<file path="src/rtl/wf_gather_queue_if.sv">
// Handshake and RAM-port bundle for the wavefront gather queue.
// master = the queue itself; slave = producer/consumer/RAM side.
interface wf_gather_queue_if #(
   parameter int DEPTH = 8,
   parameter int WIDTH = 39,
   parameter int AW    = 3
);
   // enqueue side
   logic             enq_valid;
   logic             enq_ready;
   logic [WIDTH-1:0] enq_bits;
   // dequeue side
   logic             deq_valid;
   logic             deq_ready;
   logic [WIDTH-1:0] deq_bits;
   // occupancy
   logic [AW:0]      count;
   // gather RAM write port
   logic             ram_W0_en;
   logic [AW-1:0]    ram_W0_addr;
   logic [WIDTH-1:0] ram_W0_data;
   // gather RAM registered-read port
   logic             ram_R0_en;
   logic [AW-1:0]    ram_R0_addr;
   logic [WIDTH-1:0] ram_R0_data;

   modport master (
      input  enq_valid, enq_bits, deq_ready, ram_R0_data,
      output enq_ready, deq_valid, deq_bits, count,
             ram_W0_en, ram_W0_addr, ram_W0_data,
             ram_R0_en, ram_R0_addr
   );

   modport slave (
      output enq_valid, enq_bits, deq_ready, ram_R0_data,
      input  enq_ready, deq_valid, deq_bits, count,
             ram_W0_en, ram_W0_addr, ram_W0_data,
             ram_R0_en, ram_R0_addr
   );
endinterface

</file>
<file path="src/rtl/wf_gather_queue.sv">
// FIFO controller in front of an external 2-port gather RAM. Writes go
// straight to the RAM; the head entry is prefetched through the RAM's
// registered read port so the consumer sees a plain valid/ready head.
module wf_gather_queue #(
   parameter int DEPTH = 8,
   parameter int WIDTH = 39,
   parameter int AW    = 3
) (
   input  logic              clock,
   input  logic              reset,
   wf_gather_queue_if.master bus
);

   localparam logic [AW:0] FULL = (AW+1)'(DEPTH);

   logic [AW-1:0] wr_ptr_q, wr_ptr_d;
   logic [AW-1:0] rd_ptr_q, rd_ptr_d;
   logic [AW:0]   count_q, count_d;
   logic [AW:0]   unread_q, unread_d;
   logic          head_valid_q, head_valid_d;

   logic enq_fire;
   logic deq_fire;
   logic issue;

   // Handshakes. enq_ready looks only at the registered count, so a full
   // queue refuses a write even when the head leaves in the same cycle.
   always_comb begin
      bus.enq_ready = (count_q != FULL);
      bus.deq_valid = head_valid_q;
      bus.deq_bits  = bus.ram_R0_data;
      bus.count     = count_q;
      enq_fire      = bus.enq_valid & bus.enq_ready;
      deq_fire      = head_valid_q & bus.deq_ready;
      // Refill the head slot when it is empty or being consumed. Entries
      // written this cycle are not in unread yet, so no read/write overlap.
      issue         = (unread_q != '0) & (~head_valid_q | deq_fire) & ~reset;
   end

   // RAM port drive: write on accepted enqueue, read on prefetch issue.
   always_comb begin
      bus.ram_W0_en   = enq_fire;
      bus.ram_W0_addr = wr_ptr_q;
      bus.ram_W0_data = bus.enq_bits;
      bus.ram_R0_en   = issue;
      bus.ram_R0_addr = rd_ptr_q;
   end

   // Next-state for pointers, occupancy and the prefetched head flag.
   always_comb begin
      wr_ptr_d     = wr_ptr_q;
      rd_ptr_d     = rd_ptr_q;
      count_d      = count_q;
      unread_d     = unread_q;
      head_valid_d = head_valid_q;
      if (enq_fire) wr_ptr_d = wr_ptr_q + AW'(1);
      if (issue)    rd_ptr_d = rd_ptr_q + AW'(1);
      count_d  = count_q + (AW+1)'(enq_fire) - (AW+1)'(deq_fire);
      unread_d = unread_q + (AW+1)'(enq_fire) - (AW+1)'(issue);
      if (issue)
         head_valid_d = 1'b1;
      else if (deq_fire)
         head_valid_d = 1'b0;
   end

   // State registers; reset drops any prefetched head, RAM is left alone.
   always_ff @(posedge clock) begin
      if (reset) begin
         wr_ptr_q     <= '0;
         rd_ptr_q     <= '0;
         count_q      <= '0;
         unread_q     <= '0;
         head_valid_q <= 1'b0;
      end else begin
         wr_ptr_q     <= wr_ptr_d;
         rd_ptr_q     <= rd_ptr_d;
         count_q      <= count_d;
         unread_q     <= unread_d;
         head_valid_q <= head_valid_d;
      end
   end

endmodule

</file>
<file path="src/flat_wrapper.sv">
// flat-port wrapper written by rule: the top's interface ports become plain ports
module wf_gather_queue_flat 
#(
   parameter int DEPTH = 8,
   parameter int WIDTH = 39,
   parameter int AW    = 3
)
  (clock, reset, bus_enq_valid, bus_enq_bits, bus_deq_ready, bus_ram_R0_data, bus_enq_ready, bus_deq_valid, bus_deq_bits, bus_count, bus_ram_W0_en, bus_ram_W0_addr, bus_ram_W0_data, bus_ram_R0_en, bus_ram_R0_addr);
  wf_gather_queue_if #(.DEPTH(DEPTH), .WIDTH(WIDTH), .AW(AW)) bus_i ();
  input  logic clock;
  input  logic reset;
  input wire logic [$bits(bus_i.enq_valid)-1:0] bus_enq_valid;
  input wire logic [$bits(bus_i.enq_bits)-1:0] bus_enq_bits;
  input wire logic [$bits(bus_i.deq_ready)-1:0] bus_deq_ready;
  input wire logic [$bits(bus_i.ram_R0_data)-1:0] bus_ram_R0_data;
  output wire logic [$bits(bus_i.enq_ready)-1:0] bus_enq_ready;
  output wire logic [$bits(bus_i.deq_valid)-1:0] bus_deq_valid;
  output wire logic [$bits(bus_i.deq_bits)-1:0] bus_deq_bits;
  output wire logic [$bits(bus_i.count)-1:0] bus_count;
  output wire logic [$bits(bus_i.ram_W0_en)-1:0] bus_ram_W0_en;
  output wire logic [$bits(bus_i.ram_W0_addr)-1:0] bus_ram_W0_addr;
  output wire logic [$bits(bus_i.ram_W0_data)-1:0] bus_ram_W0_data;
  output wire logic [$bits(bus_i.ram_R0_en)-1:0] bus_ram_R0_en;
  output wire logic [$bits(bus_i.ram_R0_addr)-1:0] bus_ram_R0_addr;
  assign bus_i.enq_valid = bus_enq_valid;
  assign bus_i.enq_bits = bus_enq_bits;
  assign bus_i.deq_ready = bus_deq_ready;
  assign bus_i.ram_R0_data = bus_ram_R0_data;
  assign bus_enq_ready = bus_i.enq_ready;
  assign bus_deq_valid = bus_i.deq_valid;
  assign bus_deq_bits = bus_i.deq_bits;
  assign bus_count = bus_i.count;
  assign bus_ram_W0_en = bus_i.ram_W0_en;
  assign bus_ram_W0_addr = bus_i.ram_W0_addr;
  assign bus_ram_W0_data = bus_i.ram_W0_data;
  assign bus_ram_R0_en = bus_i.ram_R0_en;
  assign bus_ram_R0_addr = bus_i.ram_R0_addr;
  wf_gather_queue #(.DEPTH(DEPTH), .WIDTH(WIDTH), .AW(AW)) u_core (.clock(clock), .reset(reset), .bus(bus_i));
endmodule
</file>
<file path="config.mk">
export PLATFORM = sky130hd
export DESIGN_NAME = wf_gather_queue_flat
export DESIGN_NICKNAME = d
export VERILOG_FILES = /design/src/rtl/wf_gather_queue_if.sv /design/src/rtl/wf_gather_queue.sv /design/src/flat_wrapper.sv
export SDC_FILE = /design/constraint.sdc
export NUM_CORES = 1
export LEC_CHECK = 0
export CELL_PAD_IN_SITES_DETAIL_PLACEMENT = 1
export CELL_PAD_IN_SITES_GLOBAL_PLACEMENT = 1
export CORE_AREA = 2 2 93 95
export DETAILED_ROUTE_END_ITERATION = 7
export DIE_AREA = 0 0 95 97
export PLACE_DENSITY = 0.9
export SYNTH_ARGS = -nofsm -noshare
export SYNTH_HDL_FRONTEND = slang
export SYNTH_SLANG_ARGS = --single-unit
</file>
<file path="constraint.sdc">
create_clock -name clock -period 3.6 [get_ports clock]
set_input_delay 0.72 -clock clock [delete_from_list [all_inputs] [get_ports clock]]
set_output_delay 0.72 -clock clock [all_outputs]
set_load 0.02 [all_outputs]
</file>
# [Word level (Yosys, flattened, before mapping)]
# Index checks and enable logic that the tools add are counted.
# Widths: inputs -> output; s select.
[word_totals] ff_bits=15 output_inout_bits=92 wordCells=23 input_bits=82
[op_classes] n_bitwise=7 mux=2 addsub=6 eq_ne=1 n_reduce_logical=2
[op_table] operator="$add 4x1->4" count=2
[op_table] operator="$sub 4x1->4" count=2
[op_table] operator="$add 3x1->3 const B" count=2
[op_table] operator="$and 1x1->1" count=4
[op_table] operator="$ne 4x4->1 const B" count=1
[op_table] operator="$reduce_bool 4->1" count=1
[op_table] operator="$mux 1" count=2
[op_table] operator="$not 1->1" count=2
[op_table] operator="$reduce_bool 2->1" count=1
[op_table] operator="$or 1x1->1" count=1

# [Logic depth before layout (Yosys ltp)]
[depth] ltp_word=5 depth_mapped=12 mapped_depth_nobuf=11

# [Worst setup path after synthesis]
# Ideal clock, no wire load.
[synth_timing] path_type="input to register" start="input reset" end="register u_core.unread_q[2]" path_stages=8 setup_ns=0.127 arrival_ns=2.577 path_buffers=0 required_ns=3.473 slack_ns=0.896 path_cell_list="nor3_1 > ha_1 > inv_1 > ha_1 > inv_1 > fa_1 > xor2_1 > nor2_1"
[synth_between] elab_chain_len=3
[synth_lines] element="from (decl)" line="flat_wrapper.sv:11" rtl="input logic reset;"
[synth_lines] element="$not 1->1" line="wf_gather_queue.sv:37" rtl="issue = (unread_q != '0) & (~head_valid_q | deq_fire) & ~reset;"
[synth_lines] element="$and 1x1->1" line="wf_gather_queue.sv:37"
[synth_lines] element="$sub 4x1->4" line="wf_gather_queue.sv:59" rtl="unread_d = unread_q + (AW+1)'(enq_fire) - (AW+1)'(issue);"
[synth_lines] element="to (signal assigned)" line="wf_gather_queue.sv:78" rtl="unread_q <= unread_d;"
[synth_lines] element="to (decl)" line="wf_gather_queue.sv:19" rtl="logic [AW:0] unread_q, unread_d;"
# Parallel ways exist; a longest one is shown, timed or not.
# A chain may end at the register's enable or synchronous reset.

# [Final worst setup path]
[layout_timing] start="input bus_deq_ready" end="output bus_ram_R0_en"
[layout_between] elab_chain_len=4
[layout_lines] element="from (decl)" line="flat_wrapper.sv:14" rtl="input wire logic [$bits(bus_i.deq_ready)-1:0] bus_deq_ready;"
[layout_lines] element="$and 1x1->1" line="wf_gather_queue.sv:34" rtl="deq_fire = head_valid_q & bus.deq_ready;"
[layout_lines] element="$or 1x1->1" line="wf_gather_queue.sv:37"
[layout_lines] element="$and 1x1->1 (2 in a row)" line="wf_gather_queue.sv:37"
[layout_lines] element="to (decl)" line="flat_wrapper.sv:23" rtl="output wire logic [$bits(bus_i.ram_R0_en)-1:0] bus_ram_R0_en;"
# Every way passes these cells.

==> summary.md <==
| Metric | Value |
|---|---|
| Result of the run | `completed` |
| Count of flip-flops with a built-in enable after synthesis | `0` |
| Worst Setup SP | `bus_deq_ready` |
| Maximum operating frequency | `345 MHz` |
| N_diodes | `0` |
| Synth Flop Type | `dfxtp_1` |
| Number of synthesized register bits | `15` |
| Max transition margin | `75.2%` |
| Port-buffer cells | `17` |
| Max Clock Skew | `0.00483 ns` |
| Kind of path behind the tightest hold check | `flop to flop` |
| Final TNS setup | `0 ns` |
| Postcts setup bufs | `0` |
| Leading post-synthesis cells by instance count | `78 x buf_4, 15 x dfxtp_1, 13 x inv_1` |
| Placed Instance Area | `1150 um2` |
| Placed cell count | `211` |
| Post-route antenna net violation count | `0` |
| Maximum number of buffers from clock root to sink | `2` |
| Share of the yosys chip area belonging to registers | `20.9%` |
| DRC marker count from the first detailed-route iteration | `18` |
| Floorplan Core Area | `8130 um2` |
| Average wire length per cell after detail routing | `10.3 um` |
| Top fanout value on the critical path | `4` |
| Total Nets Final | `207` |
| Worst flop-to-flop path startpoint | `u_core.unread_q[2]` |
| Ranking of synthesized cells by area | `buf_4 41%, dfxtp_1 21%, ha_1 10%, inv_1 3.4%, fa_1 2.8%` |
| Count leader, synth | `buf_4` |
| IO Count | `174` |
| Detailed Route WL | `2.22 mm` |
| Vias in the first global route | `824` |
| Slew at the pin with the worst max-slew slack | `0.366 ns` |
| Arrival @ worst endpoint | `2.18 ns` |
| Worst hold stages | `1` |
| Type of origin of the critical path | `input port` |
| Worst endpoint required time | `2.88 ns` |
| Number of cells traversed by the worst register-to-register path | `12` |
| Start point of the worst min-delay path | `u_core.bus.ram_R0_addr[2]` |
| Resized cells post-CTS | `0` |
| Number of standard cells in the final layout excluding fillers | `215` |
| Row Count | `33` |
| GR Overflow Total | `0` |
| Power per cell area | `714 nW/um2` |
| Initial core utilization | `17.6%` |
| RSZ-0062 raised after global routing | `false` |
| Leading area contributor after synthesis | `buf_4` |
| Fraction of the cycle the final worst path needs | `80.4%` |
| Number of antenna violations at the first check in global routing | `0` |
| Net Count, Synth | `264` |
| Worst hold slack | `0.477 ns` |
| # clock sinks | `15` |
| Number of distinct standard cells referenced by the synthesized netlist | `27` |
| Endpoint, Worst Hold | `u_core.bus.ram_R0_addr[2]` |
| Peak VDD IR | `261 uV` |
| Total track usage | `4.96%` |
| Floorplan die area | `9220 um2` |
| Worst skew pair latency | `0.25 ns` |
| Growth of design area from synthesis to finish | `-16.4%` |
| Remaining design rule violation count | `0` |
| CTS H-tree depth | `1` |
| Setup slack of the worst register-to-register path | `1.21 ns` |
| Shortest period the worst path allows | `2.90 ns` |
| Vias | `713` |
| Critical register-to-register path endpoint | `u_core.unread_q[2]` |
| Netlist area before placement | `1430 um2` |
| Sum of net half-perimeters after detailed placement | `1.75 mm` |
| Type of the worst setup path | `input port to primary output` |
| Number of slew-limit violations in the final report | `0` |
| Via density | `3.32` |
| Count of endpoints failing setup in the final report | `0` |
| Synth Instances | `168` |
| Root cell of the clock tree | `clkbuf_8` |
| Number of buffers added by the clock tree synthesis step | `3` |
| Synth Warn # | `0` |
| Largest net degree at the start of global routing | `22` |
| Max-cap violation count | `0` |
| Fraction of final layout cells with drive strength greater than 1 | `10.0%` |
| Core occupancy in the finished layout | `14.7%` |
| Number of detailed-routing iterations run before antenna repair | `2` |
| Die X-Extent | `95 um` |
| Leak | `0.476 nW` |
| CTS tree | `built` |
| Crit. End Element | `primary output` |
| Hold Violations, Final | `0` |
| Die height | `97 um` |
| Wire length of the first global-routing pass | `3.72 mm` |
| Global placement routability congestion | `0.666` |
| Avg Synthesized Cell Area | `8.53 um2` |
| Clock edge transition at the registers on the reported setup and hold paths | `0.07 ns` |
| Area share of the largest cell type after synthesis | `40.8%` |
| Async S/R FF share, synth | `0%` |
| Fin area | `1200 um2` |
| Number of buffers inserted for hold repair after clock tree synthesis | `0` |
[logic make-up (layout without fill, tap and decap cells)]
kind of cell    Yosys count  in the layout  share of synthesized area, %
compound gates            8              8                          3.23
xor+xnor                  2              2                          1.22
fa+ha+maj                14             14                          13.3
flops                    15             15                          20.9
mux                       5              5                          4.01
buf+inv                  94             36                          45.1
simple gates             30             30                          12.2
[metrics by stage]
step,worst slack [ns],total power (W)
after floorplan,0.896,0.000682
after global routing,0.613,0.000943
final,0.704,0.000856
after detailed placement,0.687,0.000725
after global placement,0.713,0.000694
after CTS,0.687,0.000877
[registers in the layout, indices dropped and copies added (netlist names)]
register and cells:
u_core.bus.ram_W0_addr 3, u_core.unread_q 4, u_core.bus.count 4, u_core.bus.ram_R0_addr 3, u_core.bus.deq_valid 1
[layout by cell type, fill, tap and decap left out]
master / Yosys / routed
inv_1: 13 / 13
a21o_1: 1 / 1
nand3_1: 2 / 2
nand2b_1: 6 / 6
xor2_1: 2 / 2
mux2_4: 1 / 1
mux2_2: 2 / 2
and2_1: 1 / 1
nor3_1: 1 / 1
nand2_1: 1 / 1
nor2b_1: 6 / 6
clkbuf_8: 0 / 3
fa_1: 2 / 2
nand4b_1: 1 / 1
nor4b_1: 1 / 1
or3b_1: 1 / 1
clkinv_2: 0 / 1
nor3b_1: 1 / 1
clkdlybuf4s50_1: 0 / 17
mux2i_1: 2 / 2
nor2_1: 8 / 8
a21oi_1: 4 / 4
buf_4: 78 / 2
ha_1: 12 / 12
dfxtp_1: 15 / 15
a31o_2: 1 / 1
and3_4: 1 / 1
o21ai_0: 2 / 2
[worst max-delay path by stage]
stage	endpoint	slack (ns)
final	bus_ram_R0_en	0.70
after global routing	bus_ram_R0_en	0.61
after CTS	bus_ram_R0_en	0.69
after detailed placement	bus_ram_R0_en	0.69
after global placement	bus_ram_R0_en	0.71
after floorplan	u_core.unread_q[2]	0.90
[power by group]
group	leakage [nW]	total (W)	internal (W)	switching [W]
combinational	0.327	0.000453	0.000226	0.000227
clock	0.0255	0.000142	0.0000767	0.0000650
sequential	0.124	0.000261	0.000221	0.0000402
total	0.476	0.000856	0.000524	0.000332
[cell type report]
type	count	area [um2]
clock buffer	3	41.3
clock inverter	1	5.00
fill	952	6940
inverter	13	48.8
multi-input combinational	59	487
sequential	15	300
tap	105	131
timing repair buffer	19	185
[worst max-delay path: stages]
cell and delay, ns:
clkdlybuf4s50_1 0.50, nor2b_1 0.06, nor3_1 0.13, buf_4 0.16, clkdlybuf4s50_1 0.60
[layer usage]
| metal | vias up | wire (um) | global-route usage (%) | share of wire, % |
|---|---|---|---|---|
| met5 | - | 0 | 0 | 0 |
| met2 | 26 | 979 | 7.26 | 44 |
| li1 | 329 | - | - | - |
| met3 | 22 | 194 | 1.71 | 8.7 |
| met1 | 336 | 905 | 5.69 | 41 |
| met4 | 0 | 143 | 4.12 | 6.4 |
Note: power is estimated with default switching activity, not from simulation.
